$ cat config.mk
export PLATFORM = sky130hd
export DESIGN_NAME = hash_stream
export DESIGN_NICKNAME = d
export VERILOG_FILES = /design/src/rtl/hash_stream.sv
export SDC_FILE = /design/constraint.sdc
export NUM_CORES = 1
export LEC_CHECK = 0
export BUFFER_PORTS_ARGS = -buffer_cell sky130_fd_sc_hd__buf_2
export CORE_ASPECT_RATIO = 1.4
export CORE_MARGIN = 5
export CORE_UTILIZATION = 55
export CTS_CLUSTER_DIAMETER = 60
export DETAILED_ROUTE_END_ITERATION = 7
export GPL_ROUTABILITY_DRIVEN = 0
export PLACE_DENSITY = 0.77
export SYNTH_ARGS = -nofsm -noshare
export SYNTH_HDL_FRONTEND = slang
export SYNTH_SLANG_ARGS = --single-unit
$ cat constraint.sdc
create_clock -name clk -period 5.44 [get_ports clk]
set_input_delay 0.272 -clock clk [delete_from_list [all_inputs] [get_ports clk]]
set_output_delay 0.272 -clock clk [all_outputs]
set_load 0.05 [all_outputs]
$ cat src/rtl/hash_stream.sv
// Multi-block light hash: NB-byte blocks on a valid/ready stream, ROUNDS rounds per block, chained state.
// Optional feed-forward chaining when HASH_FEEDFWD_EN is defined.
module hash_stream #(
  parameter int NB     = 4,
  parameter int ROUNDS = 24
) (
  input  logic            clk,
  input  logic            rst_n,
  input  logic            start,
  input  logic [NB*8-1:0] iv,
  input  logic            msg_valid,
  output logic            msg_ready,
  input  logic [NB*8-1:0] msg_data,
  input  logic            msg_last,
  input  logic            abort,
  output logic [NB*8-1:0] digest,
  output logic            digest_valid,
  output logic            busy
);

  localparam int RC_W = $clog2(ROUNDS + 1);

  typedef enum logic [1:0] {
    S_IDLE,
    S_WAIT,
    S_ROUND,
    S_FINAL
  } state_t;

  state_t            r_state;
  state_t            w_next;
  logic [NB*8-1:0]   r_h;
  logic [NB*8-1:0]   r_cv;
  logic [NB*8-1:0]   r_iv;
  logic [NB*8-1:0]   r_digest;
  logic [RC_W-1:0]   r_rc;
  logic              r_last;
  logic              r_dv;

  logic [NB*8-1:0]   w_hRound;
  logic [NB*8-1:0]   w_cvNext;
  logic [NB*8-1:0]   w_digest;
  logic [7:0]        w_sum;
  logic [7:0]        w_rc8;
  logic              w_lastRound;

  assign w_rc8       = 8'(r_rc);
  assign w_lastRound = (r_rc == RC_W'(ROUNDS - 1));

  // One round: every byte is computed from the old H, so the update is fully parallel.
  always_comb begin
    w_hRound = '0;
    w_sum    = '0;
    for (int i = 0; i < NB; i++) begin
      w_sum = r_h[8*i +: 8] + r_h[8*((i+1)%NB) +: 8];
      w_hRound[8*i +: 8] = {w_sum[4:0], w_sum[7:5]} ^ r_iv[8*i +: 8] ^ w_rc8;
    end
  end

`ifdef HASH_FEEDFWD_EN
  assign w_cvNext = w_hRound ^ r_cv;
`else
  assign w_cvNext = w_hRound;
`endif

  always_comb begin
    w_digest = '0;
    for (int i = 0; i < NB; i++) begin
      w_digest[8*i +: 8] = r_cv[8*i +: 8] ^ r_iv[8*(NB-1-i) +: 8];
    end
  end

  always_comb begin
    w_next = r_state;
    case (r_state)
      S_IDLE:  if (!abort && start) w_next = S_WAIT;
      S_WAIT: begin
        if (abort)          w_next = S_IDLE;
        else if (msg_valid) w_next = S_ROUND;
      end
      S_ROUND: begin
        if (abort)            w_next = S_IDLE;
        else if (w_lastRound) w_next = r_last ? S_FINAL : S_WAIT;
      end
      S_FINAL: w_next = S_IDLE;
      default: w_next = S_IDLE;
    endcase
  end

  // Abort leaves H/CV/digest untouched; only the state returns to IDLE.
  always_ff @(posedge clk or negedge rst_n) begin
    if (!rst_n) begin
      r_state  <= S_IDLE;
      r_h      <= '0;
      r_cv     <= '0;
      r_iv     <= '0;
      r_digest <= '0;
      r_rc     <= '0;
      r_last   <= 1'b0;
      r_dv     <= 1'b0;
    end else begin
      r_state <= w_next;
      r_dv    <= 1'b0;
      case (r_state)
        S_IDLE: begin
          if (start && !abort) begin
            r_iv <= iv;
            r_cv <= iv;
          end
        end
        S_WAIT: begin
          if (msg_valid && !abort) begin
            r_h    <= r_cv ^ msg_data;
            r_last <= msg_last;
            r_rc   <= '0;
          end
        end
        S_ROUND: begin
          if (!abort) begin
            r_h  <= w_hRound;
            r_rc <= r_rc + RC_W'(1);
            if (w_lastRound) r_cv <= w_cvNext;
          end
        end
        S_FINAL: begin
          if (!abort) begin
            r_digest <= w_digest;
            r_dv     <= 1'b1;
          end
        end
        default: ;
      endcase
    end
  end

  assign msg_ready    = (r_state == S_WAIT);
  assign busy         = (r_state != S_IDLE);
  assign digest       = r_digest;
  assign digest_valid = r_dv;

endmodule

# Word level (Yosys, flattened, before mapping)

Index checks and enable logic that the tools add are counted.

Reduce and logical (&&, ||, !) cells: 13
Muxes and demuxes: 19
Bitwise gates (word level): 14
Equal/unequal tests: 10
$add $sub $neg: 5

Operator list:

| kind                  | number |
|---|---|
| $mux W32              | 5 |
| $pmux W32 S2          | 2 |
| $xor A8 B8 Y8         | 8 |
| $add A8 B8 Y8         | 4 |
| $xor A32 B32 Y32      | 1 |
| $xor A8 B5 Y8         | 4 |
| $mux W2               | 6 |
| $mux W5               | 2 |
| $pmux W5 S2           | 1 |
| $pmux W2 S4           | 1 |
| $ne A2 B2 Y1 const B  | 3 |
| $reduce_and A2 Y1     | 3 |
| $reduce_and A3 Y1     | 2 |
| $reduce_bool A2 Y1    | 3 |
| $add A5 B1 Y5 const B | 1 |
| $eq A5 B5 Y1 const B  | 1 |
| $eq A2 B2 Y1 const B  | 2 |
| $reduce_and A4 Y1     | 1 |
| $ne A3 B2 Y1 const B  | 1 |
| $ne A3 B3 Y1 const B  | 1 |
| $eq A2 B1 Y1 const B  | 1 |
| $logic_and A1 B1 Y1   | 2 |
| $logic_not A2 Y1      | 1 |
| $mux W1               | 2 |
| other kinds (3)       | 3 |

Input port bits: 70
Register bits after elaboration: 137
Word-level logic and storage cells: 69

# Logic depth before layout (Yosys ltp)

Depth after elaboration: 6
Gate-level depth with buffers: 9

# Worst setup path before layout

Ideal clock, no wire load.

Kind: reg-to-reg
Start point: register r_state[1]
End point: register r_rc[1]
Path slack: 3384 ps
Arrival time: 1935 ps
Buffers on the path: 1
Stages on the path, launching flop included: 8
Data required time: 5319 ps
Path through: dfrtp_1 > inv_1 > ha_1 > inv_1 > o21ai_1 > clkbuf_1 > o21ai_0 > a22o_1

Longest elaborated chain between the ends: 3
Elaborated cells on any way between the ends: 7
Those cells by class: 4 x eq/ne; 1 x mux; 2 x reduce/logical

RTL lines:

| what                                                                       | RTL line | source |
|---|---|---|
| start: declaration                                                         | 30       | `state_t r_state;` |
| start signal: assignment                                                   | 102      | `r_state <= w_next;` |
| $eq A2 B1 Y1 *                                                             | -        |  |
| named net msg_ready                                                        | 12       | `output logic msg_ready,` |
| $ne A2 B1 Y1 (no source line) / $reduce_bool A2 Y1 (equally long branches) | -        |  |
| $reduce_and A3 Y1 (no source line)                                         | -        |  |
| end signal: assignment                                                     | 121      | `r_rc <= r_rc + RC_W'(1);` |
| end: declaration                                                           | 36       | `logic [RC_W-1:0] r_rc;` |

The timed path passes the listed nets; every way through them passes the cells marked *.
A chain may end at the register's enable or synchronous reset.

# Worst setup path in the final report

Start point: register r_state[0]
End point: register r_cv[16]

Longest elaborated chain between the ends: 3
Elaborated cells on any way between the ends: 8
Those cells by class: 4 x eq/ne; 1 x mux; 3 x reduce/logical

RTL lines:

| what                                                                       | RTL line | source |
|---|---|---|
| $eq A2 B2 Y1 / $logic_not A2 Y1 (equally long branches)                    | 104      | `case (r_state)` |
| $ne A2 B2 Y1 (no source line) / $reduce_bool A2 Y1 (equally long branches) | -        |  |
| $reduce_and A4 Y1 (no source line)                                         | -        |  |
| end signal: assignment                                                     | 108      | `r_cv <= iv;` |
| end signal: assignment                                                     | 122      | `if (w_lastRound) r_cv <= w_cvNext;` |
| end: declaration                                                           | 33       | `logic [NB*8-1:0] r_cv;` |

Several ways; a longest one is shown, not always the timed one.

==> results.ini <==
[synth]
synth-seq-cells = 137
synth_cell_types = 43
ys_warn_count = 0
synthDominantCellAreaShare_pct = 43.8
synth_top_area_cell = dfrtp_1
synth.area.top_cells = dfrtp_1 44%, xnor2_1 12%, o21ai_0 5.8%
synth_ff_type = dfrtp_1
syn-num-nets = 894
synth-edff-count = 0
yosysSeqAreaShare_pct = 43.8
synth_cells = 787
async_flop_share_pct = 100
syn_area_per_cell_um2 = 9.94
synthesis.area_um2 = 7820

[detailed_routing]
wire_per_inst_um = 17.5
drt_first_pass_iters = 5
vias = 5942
wirelength_um = 18700
drtIter0Drc = 308
drc = 0
ant_nets = 0
vias_per_cell = 5.55

[floorplanning]
core-area_um2 = 13900
dieArea_um2 = 16700
start_util_pct = 56.2
chipWidth_um = 111
rows = 51
ioPinCount = 105
fp.dieH_um = 151

[pwr]
pwr-share-clk_pct = 16.9
p_per_area_nw_per_um2 = 748
switching_share_pct = 44.6
vdd_drop_max_uv = 406
seq_power_share_pct = 30.3
power.leakage_uw = 0.00414
p_total_uw = 6700
intPower_uw = 3710
power_frac_comb_pct = 52.9
p_switching_uw = 2990

[placed_design]
dp_hpwl_um = 13400
numPortBuffers = 104
dp_slack_ps = 2270
placed_cells = 1038

[timing]
tightest_slew_ps = 1260
max_freq_mhz = 314
hold_viol = 0
worst_slack_ps = 2250
drv_slew = 0
setup_viol = 0
rsz0062_at_grt = no
slew_headroom_pct = 15.0
finalSetupTns_ps = 0
min_period_ps = 3190
clock_skew_ps = 11.6
finalCritPeriodShare_pct = 58.6

[layout]
instances_no_fill = 1070
area_delta_synth_final_pct = 14.6
drive_above_1_share_pct = 20.7
fin_util_pct = 64.4
nFillCells = 1206
diodes = 0
fin_nets = 980

[critical_path]
critical_path_class = reg2reg
cp-end-kind = register
crit_arrival_ps = 3520
crit_required_ps = 5770
startpoint_type = register
crit_fanout = 76

[cts]
clkSinkCount = 137
cts-buffers-inserted = 17
cts_tree = built
cts_buffer_depth = 2
root_buffer = clkbuf_16
clock_latency_ps = 420
clk_pin_slew_worst_paths_ps = 60
h-tree-depth = 4

[job]
maxCapViolCount = 0

[global_route]
first_global_vias = 6176
met3_usage_pct = 5.20
busiest_layer = met2
grt_pass1_wl_um = 31000
globalRouteOverflowTotal = 0
use_met2_pct = 40.4
grt_antenna_before_repair = 0
met1_usage_pct = 28.5
grt_max_degree = 94
grt_use_total_pct = 23.4

[worst_hold_path]
min_path_type = in2reg

[status]
status = completed

## through the flow
stage               area, um2  hold WS (ps)
finish                   8960          93.5
global route             8960          84.2
CTS                      8960          87.6
detailed placement       8390           420
global placement         8390           416
floorplan                7820         -23.6
## Yosys cell counts (11+ instances only)
| cell type | count |
|---|---|
| dfrtp_1 | 137 |
| xnor2_1 | 111 |
| nand2_1 | 98 |
| o21ai_0 | 91 |
| a21oi_1 | 54 |
| nor2_1 | 49 |
| ha_1 | 33 |
| mux2_2 | 31 |
| xor2_1 | 28 |
| clkbuf_1 | 17 |
| buf_2 | 13 |
| a21o_1 | 12 |
| mux2i_1 | 11 |
## power groups by stage
stage / sequential, uW / clock [uW] / combinational, uW
6_report: 2030 / 1130 / 3540
5_1_grt: 2090 / 1180 / 3910
4_1_cts: 2030 / 1130 / 3550
3_5_place_dp: 2030 / 0 / 3500
3_3_place_gp: 2020 / 0 / 3410
2_1_floorplan: 2220 / 0 / 2530
## sequential cells by signal (all words and copies together) (netlist names)
name and flops:
r_last 1, r_rc 5, r_cv 32, digest 32
digest_valid 1, r_state 2, r_iv 32, r_h 32
## worst paths after layout
| kind | startpoint | to | slack (ps) | cells after the start |
|---|---|---|---|---|
| worst max-delay path | r_state[0] | r_cv[16] | 2250 | 7 |
| worst min-delay path | msg_last | r_last | 90 | 2 |
| worst max register to register | r_state[0] | r_cv[16] | 2250 | 7 |
| worst min register to register | digest[15] | digest[15] | 470 | 2 |
| max in group asynchronous | rst_n | digest[27] | 3820 | 3 |
| min in group asynchronous | rst_n | digest[9] | 510 | 2 |
## cells by family after synthesis
group	after synthesis	share of synthesized area (%)
mux	44	6.16
compound gates	189	14.3
xor+xnor	141	16.0
simple gates	185	9.87
flops	137	43.8
buf+inv	54	3.57
fa+ha+maj	37	6.30
## cell type report
| cell class | instances | area, um2 | share of cell area (%) |
|---|---|---|---|
| Tap cell | 185 | 231 | 2.58 |
| Multi-Input combinational cell | 596 | 4120 | 46.0 |
| Clock inverter | 8 | 96.3 | 1.08 |
| Inverter | 12 | 50.0 | 0.559 |
| Sequential cell | 137 | 3430 | 38.3 |
| Timing Repair Buffer | 109 | 567 | 6.33 |
| Clock buffer | 23 | 468 | 5.22 |
## routing by layer
metal | up-vias | part of all wire, %
met2 | 173 | 51
met1 | 2874 | 41
li1 | 2859 | -
met5 | - | 0
met4 | 0 | 2.7
met3 | 36 | 4.8
## critical path, stage by stage (launching register included)
cell and delay [ps]:
dfrtp_1 410, inv_1 90, ha_2 190, buf_4 650
mux2i_1 180, nor3_1 1000, nand2_1 320, o21ai_0 250
## what timing repair did
| action | in CTS | in global routing |
|---|---|---|
| endpoints found under the hold margin | 68 | 0 |
| gates resized for setup | 0 | 0 |
| hold buffers | 1 | 0 |
| buffers inserted | 0 | 0 |
## placed cells by master (no fill, tap or decap), types with 2 or more instances in the layout
cell type / n
or3_1: 5
nor3_1: 8
clkbuf_1: 4
dfrtp_1: 137
nor2_1: 49
a21oi_1: 54
fa_1: 4
nand2b_1: 2
clkinv_4: 2
mux2_2: 31
a21o_1: 12
ha_1: 32
xnor2_1: 111
mux2i_1: 11
nand2_1: 98
o21ai_1: 2
buf_2: 103
and3_1: 6
a22o_1: 5
a31oi_1: 3
clkinv_2: 4
nand4_1: 6
buf_4: 4
o31ai_2: 8
xor2_1: 28
nand3_1: 7
o21ai_0: 91
o31ai_1: 8
clkbuf_16: 17
bufinv_16: 2
xnor2_2: 2
inv_1: 10
mux2_1: 2
clkbuf_8: 2
No activity file was read; power rests on OpenSTA's default activity.
